[config.mk]
export PLATFORM = sky130hd
export DESIGN_NAME = branch_predictor
export DESIGN_NICKNAME = d
export VERILOG_FILES = /design/src/rtl/branch_predictor_pkg.sv /design/src/rtl/branch_predictor_sat_ctr2.sv /design/src/rtl/branch_predictor.sv
export SDC_FILE = /design/constraint.sdc
export NUM_CORES = 2
export LEC_CHECK = 0
export ABC_AREA = 1
export CORE_MARGIN = 4
export CORE_UTILIZATION = 35
export CTS_BUF_LIST = sky130_fd_sc_hd__clkbuf_16
export DETAILED_ROUTE_END_ITERATION = 7
export SLEW_MARGIN = 20
export SYNTH_ARGS = -nofsm -noshare
export SYNTH_HDL_FRONTEND = slang
export SYNTH_SLANG_ARGS = --single-unit
[constraint.sdc]
create_clock -name clk_i -period 7.76 [get_ports clk_i]
set_input_delay 1.552 -clock clk_i [delete_from_list [all_inputs] [get_ports clk_i]]
set_output_delay 1.552 -clock clk_i [all_outputs]
set_load 0.03 [all_outputs]
[src/rtl/branch_predictor_pkg.sv]
// Shared widths, 2-bit counter encodings and update-action decode for the
// fetch-stage branch predictor.
package branch_predictor_pkg;

   localparam int unsigned REG_W    = 32;
   localparam int unsigned BP_IDX_W = 5;
   localparam int unsigned BP_TAG_W = 8;

   typedef enum logic [1:0] {
      CTR_SNT = 2'b00,
      CTR_WNT = 2'b01,
      CTR_WT  = 2'b10,
      CTR_ST  = 2'b11
   } ctr_e;

   typedef enum logic [1:0] {
      UPD_NONE,
      UPD_ALLOC,
      UPD_TRAIN,
      UPD_INVAL
   } upd_act_e;

   // What a resolved instruction does to the entry at its index.
   function automatic upd_act_e decode_upd(input logic is_branch,
                                           input logic hit,
                                           input logic taken);
      upd_act_e act;
      act = UPD_NONE;
      if (is_branch) begin
         if (hit)        act = UPD_TRAIN;
         else if (taken) act = UPD_ALLOC;
      end else if (hit) begin
         act = UPD_INVAL;
      end
      return act;
   endfunction

endpackage

[src/rtl/branch_predictor_sat_ctr2.sv]
// Combinational next value of a 2-bit saturating direction counter.
module bp_sat_ctr2
   import branch_predictor_pkg::*;
(
   input  ctr_e ctr_i,
   input  logic taken_i,
   output ctr_e ctr_o
);

   // Step toward ST on taken, toward SNT on not-taken, clamping at the ends.
   always_comb begin
      ctr_o = ctr_i;
      unique case (ctr_i)
         CTR_SNT: ctr_o = taken_i ? CTR_WNT : CTR_SNT;
         CTR_WNT: ctr_o = taken_i ? CTR_WT  : CTR_SNT;
         CTR_WT:  ctr_o = taken_i ? CTR_ST  : CTR_WNT;
         CTR_ST:  ctr_o = taken_i ? CTR_ST  : CTR_WT;
         default: ctr_o = ctr_i;
      endcase
   end

endmodule

[src/rtl/branch_predictor.sv]
// Direct-mapped BTB with 2-bit direction counters. Combinational lookup for
// the fetch PC, single write port trained by ID, saturating perf counters.
module branch_predictor
   import branch_predictor_pkg::*;
#(
   parameter int unsigned IDX_W  = BP_IDX_W,
   parameter int unsigned TAG_W  = BP_TAG_W,
   parameter int unsigned PERF_W = 32
) (
   input  logic              clk_i,
   input  logic              rst_ni,
   input  logic [REG_W-1:0]  if_predict_pc_i,
   output logic              if_predict_taken_o,
   output logic [REG_W-1:0]  if_predict_targetPc_o,
   input  logic              lookup_valid_i,
   input  logic              upd_valid_i,
   input  logic [REG_W-1:0]  upd_pc_i,
   input  logic              upd_is_branch_i,
   input  logic              upd_uncond_i,
   input  logic              upd_taken_i,
   input  logic [REG_W-1:0]  upd_target_i,
   input  logic              upd_mispredict_i,
   input  logic              flush_i,
   output logic [PERF_W-1:0] perf_lookup_o,
   output logic [PERF_W-1:0] perf_hit_o,
   output logic [PERF_W-1:0] perf_mispredict_o
);

   localparam int unsigned ENTRIES = 1 << IDX_W;

   logic [ENTRIES-1:0] valid_q;
   logic [ENTRIES-1:0] uncond_q;
   logic [TAG_W-1:0]   tag_q    [ENTRIES];
   logic [REG_W-1:0]   target_q [ENTRIES];
   ctr_e               ctr_q    [ENTRIES];

   logic [IDX_W-1:0]   lk_idx;
   logic [TAG_W-1:0]   lk_tag;
   logic               lk_hit;

   logic [IDX_W-1:0]   up_idx;
   logic [TAG_W-1:0]   up_tag;
   logic               up_hit;
   upd_act_e           up_act;
   ctr_e               ctr_nxt;

   logic [PERF_W-1:0]  perf_lookup_q;
   logic [PERF_W-1:0]  perf_hit_q;
   logic [PERF_W-1:0]  perf_mispredict_q;

   logic               unused_pc_bits;

   assign unused_pc_bits = ^{if_predict_pc_i[1:0], if_predict_pc_i[REG_W-1:IDX_W+TAG_W+2],
                             upd_pc_i[1:0], upd_pc_i[REG_W-1:IDX_W+TAG_W+2]};

   // Fetch-side lookup: purely combinational, no bypass of a same-cycle update.
   always_comb begin
      lk_idx                = if_predict_pc_i[IDX_W+1:2];
      lk_tag                = if_predict_pc_i[IDX_W+TAG_W+1:IDX_W+2];
      lk_hit                = valid_q[lk_idx] && (tag_q[lk_idx] == lk_tag);
      if_predict_taken_o    = lk_hit && (uncond_q[lk_idx] || ctr_q[lk_idx][1]);
      if_predict_targetPc_o = if_predict_taken_o ? target_q[lk_idx] : '0;
   end

   // Update-side decode of the indexed entry against the resolved instruction.
   always_comb begin
      up_idx = upd_pc_i[IDX_W+1:2];
      up_tag = upd_pc_i[IDX_W+TAG_W+1:IDX_W+2];
      up_hit = valid_q[up_idx] && (tag_q[up_idx] == up_tag);
      up_act = decode_upd(upd_is_branch_i, up_hit, upd_taken_i);
   end

   bp_sat_ctr2 u_sat_ctr (
      .ctr_i   (ctr_q[up_idx]),
      .taken_i (upd_taken_i),
      .ctr_o   (ctr_nxt)
   );

   // Entry storage: flush has priority over a same-cycle update.
   always_ff @(posedge clk_i or negedge rst_ni) begin
      if (!rst_ni) begin
         valid_q  <= '0;
         uncond_q <= '0;
         for (int unsigned i = 0; i < ENTRIES; i++) begin
            tag_q[i]    <= '0;
            target_q[i] <= '0;
            ctr_q[i]    <= CTR_WNT;
         end
      end else if (flush_i) begin
         valid_q <= '0;
      end else if (upd_valid_i) begin
         unique case (up_act)
            UPD_ALLOC: begin
               valid_q[up_idx]  <= 1'b1;
               tag_q[up_idx]    <= up_tag;
               target_q[up_idx] <= upd_target_i;
               uncond_q[up_idx] <= upd_uncond_i;
               ctr_q[up_idx]    <= CTR_WT;
            end
            UPD_TRAIN: begin
               ctr_q[up_idx]    <= ctr_nxt;
               uncond_q[up_idx] <= upd_uncond_i;
               if (upd_taken_i) target_q[up_idx] <= upd_target_i;
            end
            UPD_INVAL: valid_q[up_idx] <= 1'b0;
            default: ;
         endcase
      end
   end

   // Performance counters, each saturating at all-ones.
   always_ff @(posedge clk_i or negedge rst_ni) begin
      if (!rst_ni) begin
         perf_lookup_q     <= '0;
         perf_hit_q        <= '0;
         perf_mispredict_q <= '0;
      end else begin
         if (lookup_valid_i && (perf_lookup_q != '1))
            perf_lookup_q <= perf_lookup_q + 1'b1;
         if (lookup_valid_i && lk_hit && (perf_hit_q != '1))
            perf_hit_q <= perf_hit_q + 1'b1;
         if (upd_valid_i && upd_mispredict_i && (perf_mispredict_q != '1))
            perf_mispredict_q <= perf_mispredict_q + 1'b1;
      end
   end

   assign perf_lookup_o     = perf_lookup_q;
   assign perf_hit_o        = perf_hit_q;
   assign perf_mispredict_o = perf_mispredict_q;

endmodule

==> flow_summary.yaml <==
critical_path:
  crit_arrival_ps: 5180
  end_kind: "output port"
  rr_worst_depth: 20
  worstSetupPathType: "in -> out"
  cp-endpoint: "if_predict_targetPc_o[2]"
  critPathMaxFanout: 149
  worst-endpoint-required_ps: 6210
  r2r-start: "tag_q[154]"
  startpoint: "if_predict_pc_i[2]"
  r2r_slack_ps: 3100
  startpoint_type: "input port"
  reg2reg_to: "target_q[448]"
detailed_routing:
  vias: 63100
  drc: 0
  drt-total-wl_um: 244000
  first_iter_violations: 7755
  drtPass1Iterations: 6
  wl_per_cell_um: 21.4
  ant_nets: 0
  via_per_inst: 5.55
sta:
  fin_crit_ps: 6730
  hold_viol: 0
  maxSlewHeadroom: 0.245
  rsz0062_at_grt: "no"
  setup_tns_ps: 0
  setup_viol: 0
  finalCritPeriodShare: 0.867
  fmax_mhz: 149
  worst_pin_slew_ps: 1130
  fin_skew_ps: 44.0
  maxSlewViolCount: 0
status:
  outcome: "finished clean"
floorplanning:
  die_w_um: 458
  dieHeight_um: 458
  die_area_mm2: 0.210
  rows: 165
  io_pins: 234
  core_area_mm2: 0.202
  floorplan.initialDensity: 0.352
placement:
  dpl.hpwl_um: 137000
  port_buffers: 195
  place_congestion: 0.851
synth:
  ys_warn_count: 0
  async_flop_share: 1.00
  synth_edf_count: 0
  synthesis.nets: 8871
  syn_area_per_cell_um2: 8.11
  ys_seq_area_frac: 0.530
  ys_ff_latch: 1504
  synth_cells: 8760
  synth_flop_cell: "dfrtp_1"
  netlist_area_mm2: 0.0710
  yosysUniqueCellTypes: 43
layout:
  fin_util: 0.402
  final_common_cell: "nand2_1"
  drive_gt1_frac: 0.0580
  final_cell_mix: "nand2_1 (3,145), dfrtp_1 (1,472), o21ai_0 (1,329)"
  area_growth_pct: 14.2
  n_fill_cell: 20200
  final_nets: 8673
clocking:
  clk-insertion-delay-late_ps: 820
  postCtsSetupRepairBufs: 0
  cts_buffers: 166
  cts-root-buf: "clkbuf_16"
  postCtsHoldBufs: 0
  ctsHtreeMaxLevel: 4
  path_clk_slew_ps: 50
  cts_tree: "built"
  cts_resized: 0
  cts_sinks: 1504
  cts_buffer_depth: 3
global_route:
  grt_max_degree: 194
  grt_pass1_wl_um: 375000
  antenna_found_initial: 5
  grt_pass1_vias: 60200
  track_usage: 0.227
  grt_overflow: 0
power:
  p_sw_frac: 0.269
  seq_power_share: 0.476
  combinationalPowerShare: 0.094
  leakagePower_nw: 36.5
  clkPwrFrac: 0.430
  p_per_area_mw_per_mm2: 220
  p_int_mw: 13.0
  p_sw_mw: 4.79
  ir_worst_vdd_mv: 0.230
run:
  cap_violations: 0
worst_hold_path:
  hp-class: "reg -> reg"
  hold_path_startpoint: "ctr_q[8]"
registers in the layout, summed over array words and instances (netlist names):
name and cells:
uncond_q 32, perf_lookup_o 32, perf_mispredict_o 32, target_q 1024, ctr_q 64, tag_q 256
perf_hit_o 32, valid_q 32
worst max-delay path: stages:
cell and delay [ps]:
buf_8 390, inv_16 310, nand2_1 150, nand3_1 80
nand3_1 130, nand2_1 80, nand2_1 90, nand3_1 180
nand2_1 300, xor2_1 180, nand3_1 180, nor2_4 310
nand2_4 130, a21oi_1 700, buf_12 200
layer usage:
metal	global-route usage	share of wire	vias to the layer above
met5	0	0.000045	-
met4	0.0784	0.035	2
met3	0.0351	0.073	419
met2	0.360	0.45	2662
met1	0.318	0.44	31000
li1	-	-	29000
worst min path at each step:
stage                         to  cells after the start  slack, ps
floorplan           uncond_q[17]                      2        450
global placement       ctr_q[28]                      2        460
detailed placement      ctr_q[4]                      2        460
CTS                     ctr_q[8]                      2        470
global route            ctr_q[8]                      2        480
finish                  ctr_q[8]                      2        470
metrics by stage:
stage                     worst slack [ps]  std cells  hold WS [ps]  power, mW  cell area, µm²
after CTS                              983      11400           468       18.0           81100
final                                 1030      11400           468       17.8           81100
after detailed placement               827      11100           458       10.3           75900
after global placement                 894      11100           457       10.2           75900
after global routing                   702      11400           480       18.5           81100
after floorplan                       2540       8760           445       9.57           71000
power groups by stage:
stage          sequential (mW)  clock, mW  combinational, mW
6_report                  8.48       7.65               1.68
5_1_grt                   8.52       8.12               1.87
4_1_cts                   8.47       7.80               1.68
3_5_place_dp              8.61          0               1.68
3_3_place_gp              8.59          0               1.65
2_1_floorplan             8.63          0              0.941
cell type report:
class	count	area (µm²)	area share
Antenna cell	1	2.50	0.0000308
Timing Repair Buffer	350	4230	0.0521
Multi-Input combinational cell	6357	30000	0.369
Clock inverter	130	928	0.0114
Clock buffer	170	4250	0.0524
Tap cell	2672	3340	0.0412
Sequential cell	1504	37700	0.464
Inverter	183	727	0.00896
cell families after synthesis:
group,synth area share
AND/OR/NAND/NOR,0.216
AO/OA/AOI/OAI,0.190
flip-flops,0.530
buffers and inverters,0.0515
XOR/XNOR,0.0111
adder cells (fa/ha/maj),0.00106
cells in the mapped netlist, types with 2 or more instances:
library cell	count	area, µm²
ha_1	6	75.1
nor3_1	117	586
o311ai_0	107	937
a32o_1	27	270
clkbuf_1	560	2100
buf_6	13	146
nor2_1	161	604
clkinv_1	7	26.3
nand3_1	318	1590
nand3b_1	2	15.0
a221oi_1	64	561
dfstp_2	32	841
o32ai_1	2	17.5
a22oi_1	234	1760
or2_2	4	25.0
a211oi_1	33	248
dfrtp_1	1472	36800
a21oi_1	574	2870
nand4_1	62	388
o211ai_1	18	135
nand2_1	3177	11900
a221o_1	3	30.0
inv_1	169	634
or3_1	2	12.5
nor2_2	2	12.5
o31ai_1	4	30.0
buf_4	14	105
inv_2	5	18.8
xor2_1	63	552
nor3_2	2	20.0
xnor2_1	27	236
o21ai_0	1329	6650
buf_1	27	101
buf_2	102	510
nor4_1	13	81.3
Note: power is estimated with default switching activity, not from simulation.
